<file path="src/rtl/sum_pkg.sv">
// sum_pkg: shared widths, packing rule and state type for the adder-tree datapath
package sum_pkg;
  localparam int NUM_INPUTS_DEF = 16;
  localparam int LANE_W = $clog2(NUM_INPUTS_DEF);
  localparam int COUNT_W = LANE_W + 1;
  typedef enum logic {EMPTY, FILL} pack_state_t;
  function automatic int lane_w(input int n);
    return $clog2(n);
  endfunction
  function automatic int lane_lo(input int k, input int dwidth);
    return k * dwidth;
  endfunction
endpackage

</file>
<file path="src/rtl/sum_idle_timer.sv">
// sum_idle_timer: counts idle cycles while enabled and pulses expire on the TIMEOUT-th one
module sum_idle_timer #(
  parameter int TIMEOUT = 64
) (
  input  logic clk,
  input  logic rst_n,
  input  logic clear,
  input  logic enable,
  output logic expire
);
  if (TIMEOUT > 0) begin : g_on
    localparam int TW = $clog2(TIMEOUT + 1);
    logic [TW-1:0] t;
    // idle counter, held at zero when cleared or disabled, saturating at TIMEOUT
    always_ff @(posedge clk or negedge rst_n)
      if (!rst_n) t <= '0;
      else if (clear || !enable) t <= '0;
      else if (t != TW'(TIMEOUT)) t <= t + 1'b1;
    assign expire = enable && !clear && (t == TW'(TIMEOUT - 1));
  end else begin : g_off
    assign expire = 1'b0;
  end
endmodule

</file>
<file path="src/rtl/sum_vec_packer.sv">
// sum_vec_packer: packs a serial sample stream into NUM_INPUTS-lane vectors for the adder tree
module sum_vec_packer
  import sum_pkg::*;
#(
  parameter int NUM_INPUTS = 16,
  parameter int DWIDTH = 8,
  parameter int TIMEOUT = 64
) (
  input  logic clk,
  input  logic rst_n,
  input  logic [DWIDTH-1:0] i_dat,
  input  logic i_dat_valid,
  input  logic i_last,
  output logic [NUM_INPUTS*DWIDTH-1:0] o_dat_vector,
  output logic o_dat_valid,
  output logic [lane_w(NUM_INPUTS):0] o_lane_count
);
  localparam int LW = lane_w(NUM_INPUTS);
  localparam int CW = LW + 1;
  pack_state_t state_q, state_d;
  logic [LW-1:0] fill_q, fill_d;
  logic [NUM_INPUTS*DWIDTH-1:0] buf_q, buf_d, wr_buf;
  logic [CW-1:0] cnt_out;
  logic close, flush, emit;
  sum_idle_timer #(.TIMEOUT(TIMEOUT)) u_timer (
    .clk(clk),
    .rst_n(rst_n),
    .clear(i_dat_valid),
    .enable(state_q == FILL),
    .expire(flush)
  );
  // next state: accept sample into its lane, close on last lane / i_last / timeout
  always_comb begin
    wr_buf = buf_q;
    if (i_dat_valid) wr_buf[lane_lo(int'(fill_q), DWIDTH) +: DWIDTH] = i_dat;
    close = i_dat_valid && (i_last || fill_q == LW'(NUM_INPUTS - 1));
    emit = close || flush;
    cnt_out = close ? CW'(fill_q) + CW'(1) : CW'(fill_q);
    state_d = emit ? EMPTY : (i_dat_valid ? FILL : state_q);
    fill_d = emit ? '0 : (i_dat_valid ? fill_q + 1'b1 : fill_q);
    buf_d = emit ? '0 : wr_buf;
  end
  // collect state and registered output vector, one-cycle valid pulse on emit
  always_ff @(posedge clk or negedge rst_n)
    if (!rst_n) begin
      state_q <= EMPTY;
      fill_q <= '0;
      buf_q <= '0;
      o_dat_vector <= '0;
      o_dat_valid <= 1'b0;
      o_lane_count <= '0;
    end else begin
      state_q <= state_d;
      fill_q <= fill_d;
      buf_q <= buf_d;
      o_dat_valid <= emit;
      if (emit) begin
        o_dat_vector <= wr_buf;
        o_lane_count <= cnt_out;
      end
    end
endmodule

</file>
<file path="config.mk">
export PLATFORM = sky130hd
export DESIGN_NAME = sum_vec_packer
export DESIGN_NICKNAME = d
export VERILOG_FILES = /design/src/rtl/sum_pkg.sv /design/src/rtl/sum_idle_timer.sv /design/src/rtl/sum_vec_packer.sv
export SDC_FILE = /design/constraint.sdc
export NUM_CORES = 1
export LEC_CHECK = 0
export ABC_AREA = 1
export CORE_MARGIN = 1.5
export CORE_UTILIZATION = 50
export DETAILED_ROUTE_END_ITERATION = 7
export GPL_ROUTABILITY_DRIVEN = 0
export HOLD_SLACK_MARGIN = 0.12
export PLACE_DENSITY = 0.85
export SYNTH_ARGS = -nofsm -noshare
export SYNTH_HDL_FRONTEND = slang
export SYNTH_SLANG_ARGS = --single-unit
</file>
<file path="constraint.sdc">
create_clock -name clk -period 2.2 [get_ports clk]
set_input_delay 0.33 -clock clk [delete_from_list [all_inputs] [get_ports clk]]
set_output_delay 0.33 -clock clk [all_outputs]
set_load 0.02 [all_outputs]
</file>
==> results of run 1 <==
## cell families after synthesis
kind of cell / synth area share (%)
xor gates and xnor gates: 0.2208
buffers and inverters: 6.381
and+or+nand+nor: 25.43
adders and majority gates: 0.8410
DFF: 57.61
AOI/OAI and AO/OA: 9.524
## power breakdown
group	total, W	switching, W	leakage (nW)	internal, W
logic	0.00508	0.00309	2.85	0.00199
registers	0.00650	0.000506	3.75	0.00599
clock network	0.00500	0.00195	0.472	0.00305
## what timing repair did
item	4_1_cts	5_1_grt
gates resized for setup	1	25
buffers inserted	3	5
hold buffers	1	0
gates cloned	0	3
endpoints found under the setup margin	14	185
hold endpoints to repair	92	0
pin swaps	2	3
## worst min path at each step
| stage | endpoint | slack, ns | start |
|---|---|---|---|
| after floorplan | buf_q[0]$_DFF_PN0_ | 0.03 | rst_n |
| after global placement | o_dat_vector[61]$_DFFE_PN0N_ | 0.27 | rst_n |
| after detailed placement | o_dat_vector[63]$_DFFE_PN0N_ | 0.28 | rst_n |
| after CTS | o_dat_vector[44]$_DFFE_PN0N_ | 0.32 | rst_n |
| after global routing | o_dat_vector[44]$_DFFE_PN0N_ | 0.35 | rst_n |
| final | o_dat_vector[44]$_DFFE_PN0N_ | 0.32 | rst_n |
## registers in the layout, summed over array words and instances (netlist names)
register	count
buf_q	128
fill_q	4
o_dat_valid	1
o_dat_vector	128
o_lane_count	5
state_q	1
u_timer.g_on.t	7
## final cells by class
cell class              instances  share of cell area [%]
clock buffers                  35                   4.833
repair inverters                1                 0.05764
multi-input cells             915                   28.70
repair buffers                221                   15.08
well taps                     319                   2.627
inverters                      80                   2.075
clock inverters                13                   1.507
flip-flops and latches        274                   45.12
## per-stage QoR
| stage | setup WS [ns] | power (W) | cells | hold WS [ns] |
|---|---|---|---|---|
| after floorplan | 0.01791 | 0.009245 | 1342 | 0.03441 |
| after global placement | 0.01011 | 0.01128 | 1798 | 0.2737 |
| after detailed placement | -0.1210 | 0.01144 | 1798 | 0.2751 |
| after CTS | 0.02554 | 0.01648 | 1850 | 0.3181 |
| after global routing | -0.04815 | 0.01733 | 1858 | 0.3509 |
| final | 0.07030 | 0.01657 | 1858 | 0.3192 |
## per-layer routing
metal | vias to the layer above | GRT usage, % | wire length, um | share of wire (%)
met4 | 0 | 9.748 | 1178 | 3.8
met3 | 95 | 3.497 | 2121 | 6.8
li1 | 4685 | - | - | -
met1 | 4838 | 35.06 | 13370 | 43
met2 | 421 | 40.51 | 14740 | 47
met5 | - | 0 | 0 | 0
## cell usage after synthesis, drive strengths merged
| master | count |
|---|---|
| dfrtp | 274 |
| nor2 | 166 |
| inv | 78 |
| buf | 55 |
| nand4 | 32 |
| nand3b | 1 |
| o211ai | 2 |
| a21oi | 5 |
| o21ai | 175 |
| nand2 | 395 |
| clkbuf | 19 |
| nor3 | 5 |
| o21bai | 24 |
| nand3 | 96 |
| a22oi | 1 |
| or2 | 1 |
| xor2 | 3 |
| ha | 8 |
| clkinv | 2 |
==> results.md, run 1 <==
- Outcome: completed
- Crit path largest cell delay: 0.44 ns
- Drt pass-1 iters: 5
- Reg2Reg Capture Point: o_dat_vector[74]$_DFFE_PN0N_
- Initial antenna violation count: 0
- Pwr dens: roughly 1100 nW/um^2
- Crit path kind: reg2reg
- CP Launch Type: flip-flop
- Share of cells above drive strength 1: 11.63%
- Die Wd: roughly 160 um
- Routed len/inst: around 17 um
- DRC viols: 0
- Synth area leader: dfrtp_1
- Syn Inst Count: 1,342
- Crit path time final: ~2.1 ns
- Total GRT Usage: 25.27%
- Post-synth cell types: 36
- Crit path to: o_dat_vector[74]$_DFFE_PN0N_
- Via count: roughly 10,000
- Die ar.: roughly 25,000 um^2
- Area growth syn-to-layout: 27.67%
- ANT nets after route: 0
- Die height: about 160 um
- Core area: ~23,000 um^2
- IO buf count: 145
- # nets final: roughly 1,500
- CTS tree: done
- Leak pwr: slightly above 7 nW
- Area of the multi-input gates: roughly 4400 um^2
- Final period utilization: 96.80%
- Global route total overflow: 0
- Design Area, Final: between 15,000 and 20,000 um^2
- Clk root buf: clkbuf_16
- Rel. slew slack: 66.45%
- Worst-margin pin slew: around 0.50 ns
- Clk sinks: 274
- Post-Route Setup TNS: 0 ns
- RSZ-0062 raised after global routing: yes
- RR Startpoint: fill_q[1]$_DFFE_PN0P_
- Row cnt: 56
- IO Pins: 146
- ANT cells: 0
- Synthesized area: between 10,000 and 15,000 um^2
- DRT iter0 DRCs: about 1,000
- Share of the synthesized area in the top cell type: around 58%
- H-tree lvl count: 1
- Worst Setup SP: fill_q[1]$_DFFE_PN0P_
- Yosys warns: 0
- Clock Tree Buf Depth: 3
- Vias per Instance: between 5 and 6
- Crit path max-delay cell type: dfrtp_1
- Syn_nets: 1,362
- Max IR drop VDD: between 700 and 800 uV
- Worst-Skew Late Latency: between 0.5 and 0.6 ns
- Fin. Hold Viols: 0
- Post-layout util: 64.93%
- Cell family with most CP delay: simple AND/OR/NAND/NOR gates
- Largest net degree at the start of global routing: roughly 90
- Syn_area_per_cell: between 8 and 9 um^2
- FMAX: 469.6 MHz
- Register area: between 6000 and 7000 um^2
- Placed inst area: about 14,000 um^2
- Total CTS buffers: 26
- Most frequent cells in the layout: nand2_1 (390), dfrtp_1 (274), nor2_1 (145)
- # fillers: approximately 1,800
- Synth area leaders: dfrtp_1 (58%), nand2_1 (12%), nor2_1 (4.7%)
- DPL Wire Length: approximately 21,000 um
- Cell count along the critical path: 12
- Crit-path cells: inv_1, ha_2, inv_1, nand2_1, nand2_4, inv_4, nand3_2, nor2_4, buf_4, nand2_1, o21ai_0, o21ai_1
- Crit path DAT: between 2 and 3 ns
- Initial Utilization: between 50% and 60%
- Final setup fails: 0
- CP max FO: 10
- Sequential share of the synthesized area: 57.61%
- Yosys reg bits: between 200 and 300
- Post-Route WL: between 30,000 and 40,000 um
- Nature of the critical path endpoint: flip-flop
- Worst min path class: in2async
- Vias in the first global route: 9,687
- Max-cap violations: 0
- Path depth of the worst reg2reg path: 12
- Clock skew: between 0.02 and 0.03 ns
- CP bufs+invs: 4
- Fin. max-slew vios: 0
- Commonest non-fill, non-tap cell in the layout: nand2_1
- Clk slew on worst S/H paths: 0.07 ns
- Reg2Reg Setup Slack: about 0.070 ns
- CP required: between 2 and 3 ns
- Global-route wire length before repair: a little under 50,000 um
(Power assumes the default switching activity.)
==> run 2, diff against run 1 <==
==> constraint.sdc (replaced) <==
create_clock -name clk -period 2.2 [get_ports clk]
set_input_delay 0.44 -clock clk [delete_from_list [all_inputs] [get_ports clk]]
set_output_delay 0.44 -clock clk [all_outputs]
set_load 0.02 [all_outputs]
==> results.md, run 2 (synthesis gave the netlist of run 1 again) <==
- # fillers: 1,765
- Leak pwr: 7.102 nW
- Share of cells above drive strength 1: 12.61%
- Fin. max-slew vios: 0
- Global-route wire length before repair: around 50,000 um
- Nature of the critical path endpoint: flip-flop
- DPL Wire Length: 21,370 um
- Crit path time final: around 2.1 ns
- Final setup fails: 0
- # nets final: roughly 1,600
- Vias per Instance: around 5.4
- Crit path kind: reg2reg
- Drt pass-1 iters: 6
- Post-Route WL: approximately 31,000 um
- Crit-path cells: nor3_4, ha_4, inv_2, nand2_2, nor2_4, clkinvlp_4, o21bai_1, nand3_1, nand2_1
- Die ar.: approximately 25,000 um^2
- Row cnt: 56
- Core area: between 20,000 and 25,000 um^2
- CP max FO: 8
- Final period utilization: a little over nine tenths
- Clk sinks: ~270
- Max IR drop VDD: roughly 740 uV
- Rel. slew slack: approximately 64%
- Die height: roughly 160 um
- Area growth syn-to-layout: 28.34%
- IO Pins: between 100 and 150
- Routed len/inst: roughly 17 um
- Fin. Hold Viols: 0
- Crit path DAT: between 2 and 3 ns
- Largest net degree at the start of global routing: 65
- Outcome: completed
- Crit path largest cell delay: approximately 0.46 ns
- Die Wd: ~160 um
- Worst min path class: in2async
- CP Launch Type: flip-flop
- Most frequent cells in the layout: nand2_1 (389), dfrtp_1 (272), nor2_1 (147)
- Total CTS buffers: 27
- Pwr dens: 1084 nW/um^2
- Via count: ~10,000
- CP bufs+invs: 2
- Clock skew: around 0.017 ns
- Largest regs: buf_q x128, o_dat_vector x128, u_timer.g_on.t x7
- RSZ-0062 raised after global routing: yes
- Initial Utilization: 50.86%
- Pre-CTS WS: -0.01983 ns
- DRT iter0 DRCs: 940
- IO buf count: 145
- Clock Tree Buf Depth: 3
- Commonest non-fill, non-tap cell in the layout: nand2_1
- Cell family with most CP delay: simple AND/OR/NAND/NOR gates
- Vias in the first global route: between 9,000 and 10,000
- Total GRT Usage: 25.60%
- Clk root buf: clkbuf_16
- CTS tree: done
- Post-Route Setup TNS: 0 ns
- Initial antenna violation count: 0
- H-tree lvl count: 1
- Global route total overflow: 0
- ANT cells: 0
- Setup ws final: about 0.09 ns
- CP required: ~2.7 ns
- ANT nets after route: 0
- Clk slew on worst S/H paths: around 0.060 ns
- Crit path max-delay cell type: dfrtp_2
- FMAX: between 400 and 500 MHz
- Worst-margin pin slew: around 0.54 ns
- Worst-Skew Late Latency: 0.54 ns
- Max-cap violations: 0
- DRC viols: 0
run 2: worst reg2reg max path, stage by stage, from the launching register on:
cell        delay (ns)
dfrtp_2           0.46
nor3_4            0.23
ha_4              0.25
inv_2             0.06
nand2_2           0.07
nor2_4            0.26
clkinvlp_4        0.27
o21bai_1          0.26
nand3_1           0.13
nand2_1           0.07
run 2: per-layer routing:
layer,global-route usage (%),wire length [um],up-vias
met5,0,0,-
met4,9.389,1101,0
met3,3.772,2201,92
met2,42.19,15190,391
met1,34.55,13000,4873
li1,-,-,4680
run 2: power breakdown:
group | total, W | leakage, nW | switching [W] | internal, W
clock network | 0.00487 | 0.456 | 0.00193 | 0.00294
logic | 0.00519 | 2.90 | 0.00310 | 0.00209
registers | 0.00649 | 3.75 | 0.000504 | 0.00599
total | 0.0166 | 7.10 | 0.00553 | 0.0110
run 2: repair_timing:
| action | CTS | global route |
|---|---|---|
| hold buffers | 1 | 0 |
| gates resized for setup | 1 | 19 |
| pin swaps | 0 | 12 |
| setup buffers | 0 | 6 |
| endpoints found under the hold margin | 56 | 0 |
| endpoints found under the setup margin | 1 | 186 |
run 2: layout make-up:
type                            count  area [um^2]  share of cell area (%)
Tap cell                          319        399.1                   2.613
Multi-Input combinational cell    914         4358                   28.53
Clock inverter                      9        153.9                   1.007
Inverter                           80        315.3                   2.064
Sequential cell                   274         6859                   44.90
Clock buffer                       37        783.3                   5.127
Timing Repair Buffer              233         2407                   15.76
run 2: final timing paths:
check	start	to	slack, ns	depth (start not counted)
worst min-delay path	rst_n	o_dat_vector[62]$_DFFE_PN0N_	0.47	2
max in group asynchronous	rst_n	buf_q[49]$_DFF_PN0_	1.02	3
worst max-delay path	fill_q[0]$_DFFE_PN0P_	o_dat_vector[100]$_DFFE_PN0N_	0.09	9
worst max register to register	fill_q[0]$_DFFE_PN0P_	o_dat_vector[100]$_DFFE_PN0N_	0.09	9
min in group clk	o_dat_vector[67]$_DFFE_PN0N_	o_dat_vector[67]$_DFFE_PN0N_	0.48	2
worst min register to register	o_dat_vector[67]$_DFFE_PN0N_	o_dat_vector[67]$_DFFE_PN0N_	0.48	2
run 2: through the flow:
stage,hold slack [ns],utilization (%),power [W],std cells,instance area [um^2]
final,0.4725,65.27,0.01656,1866,15280
after global routing,0.5000,65.27,0.01732,1866,15280
after CTS,0.4824,64.70,0.01642,1860,15140
after detailed placement,0.4385,60.63,0.01151,1813,14190
after global placement,0.4352,60.63,0.01135,1813,14190
after floorplan,0.1444,-,0.009245,1342,11920
==> run 3, diff against run 2 <==
Settings changed: CAP_MARGIN set to 15.
==> results of run 3 <==
Same layout as run 2: the final DEF is identical, and so are final timing and power.
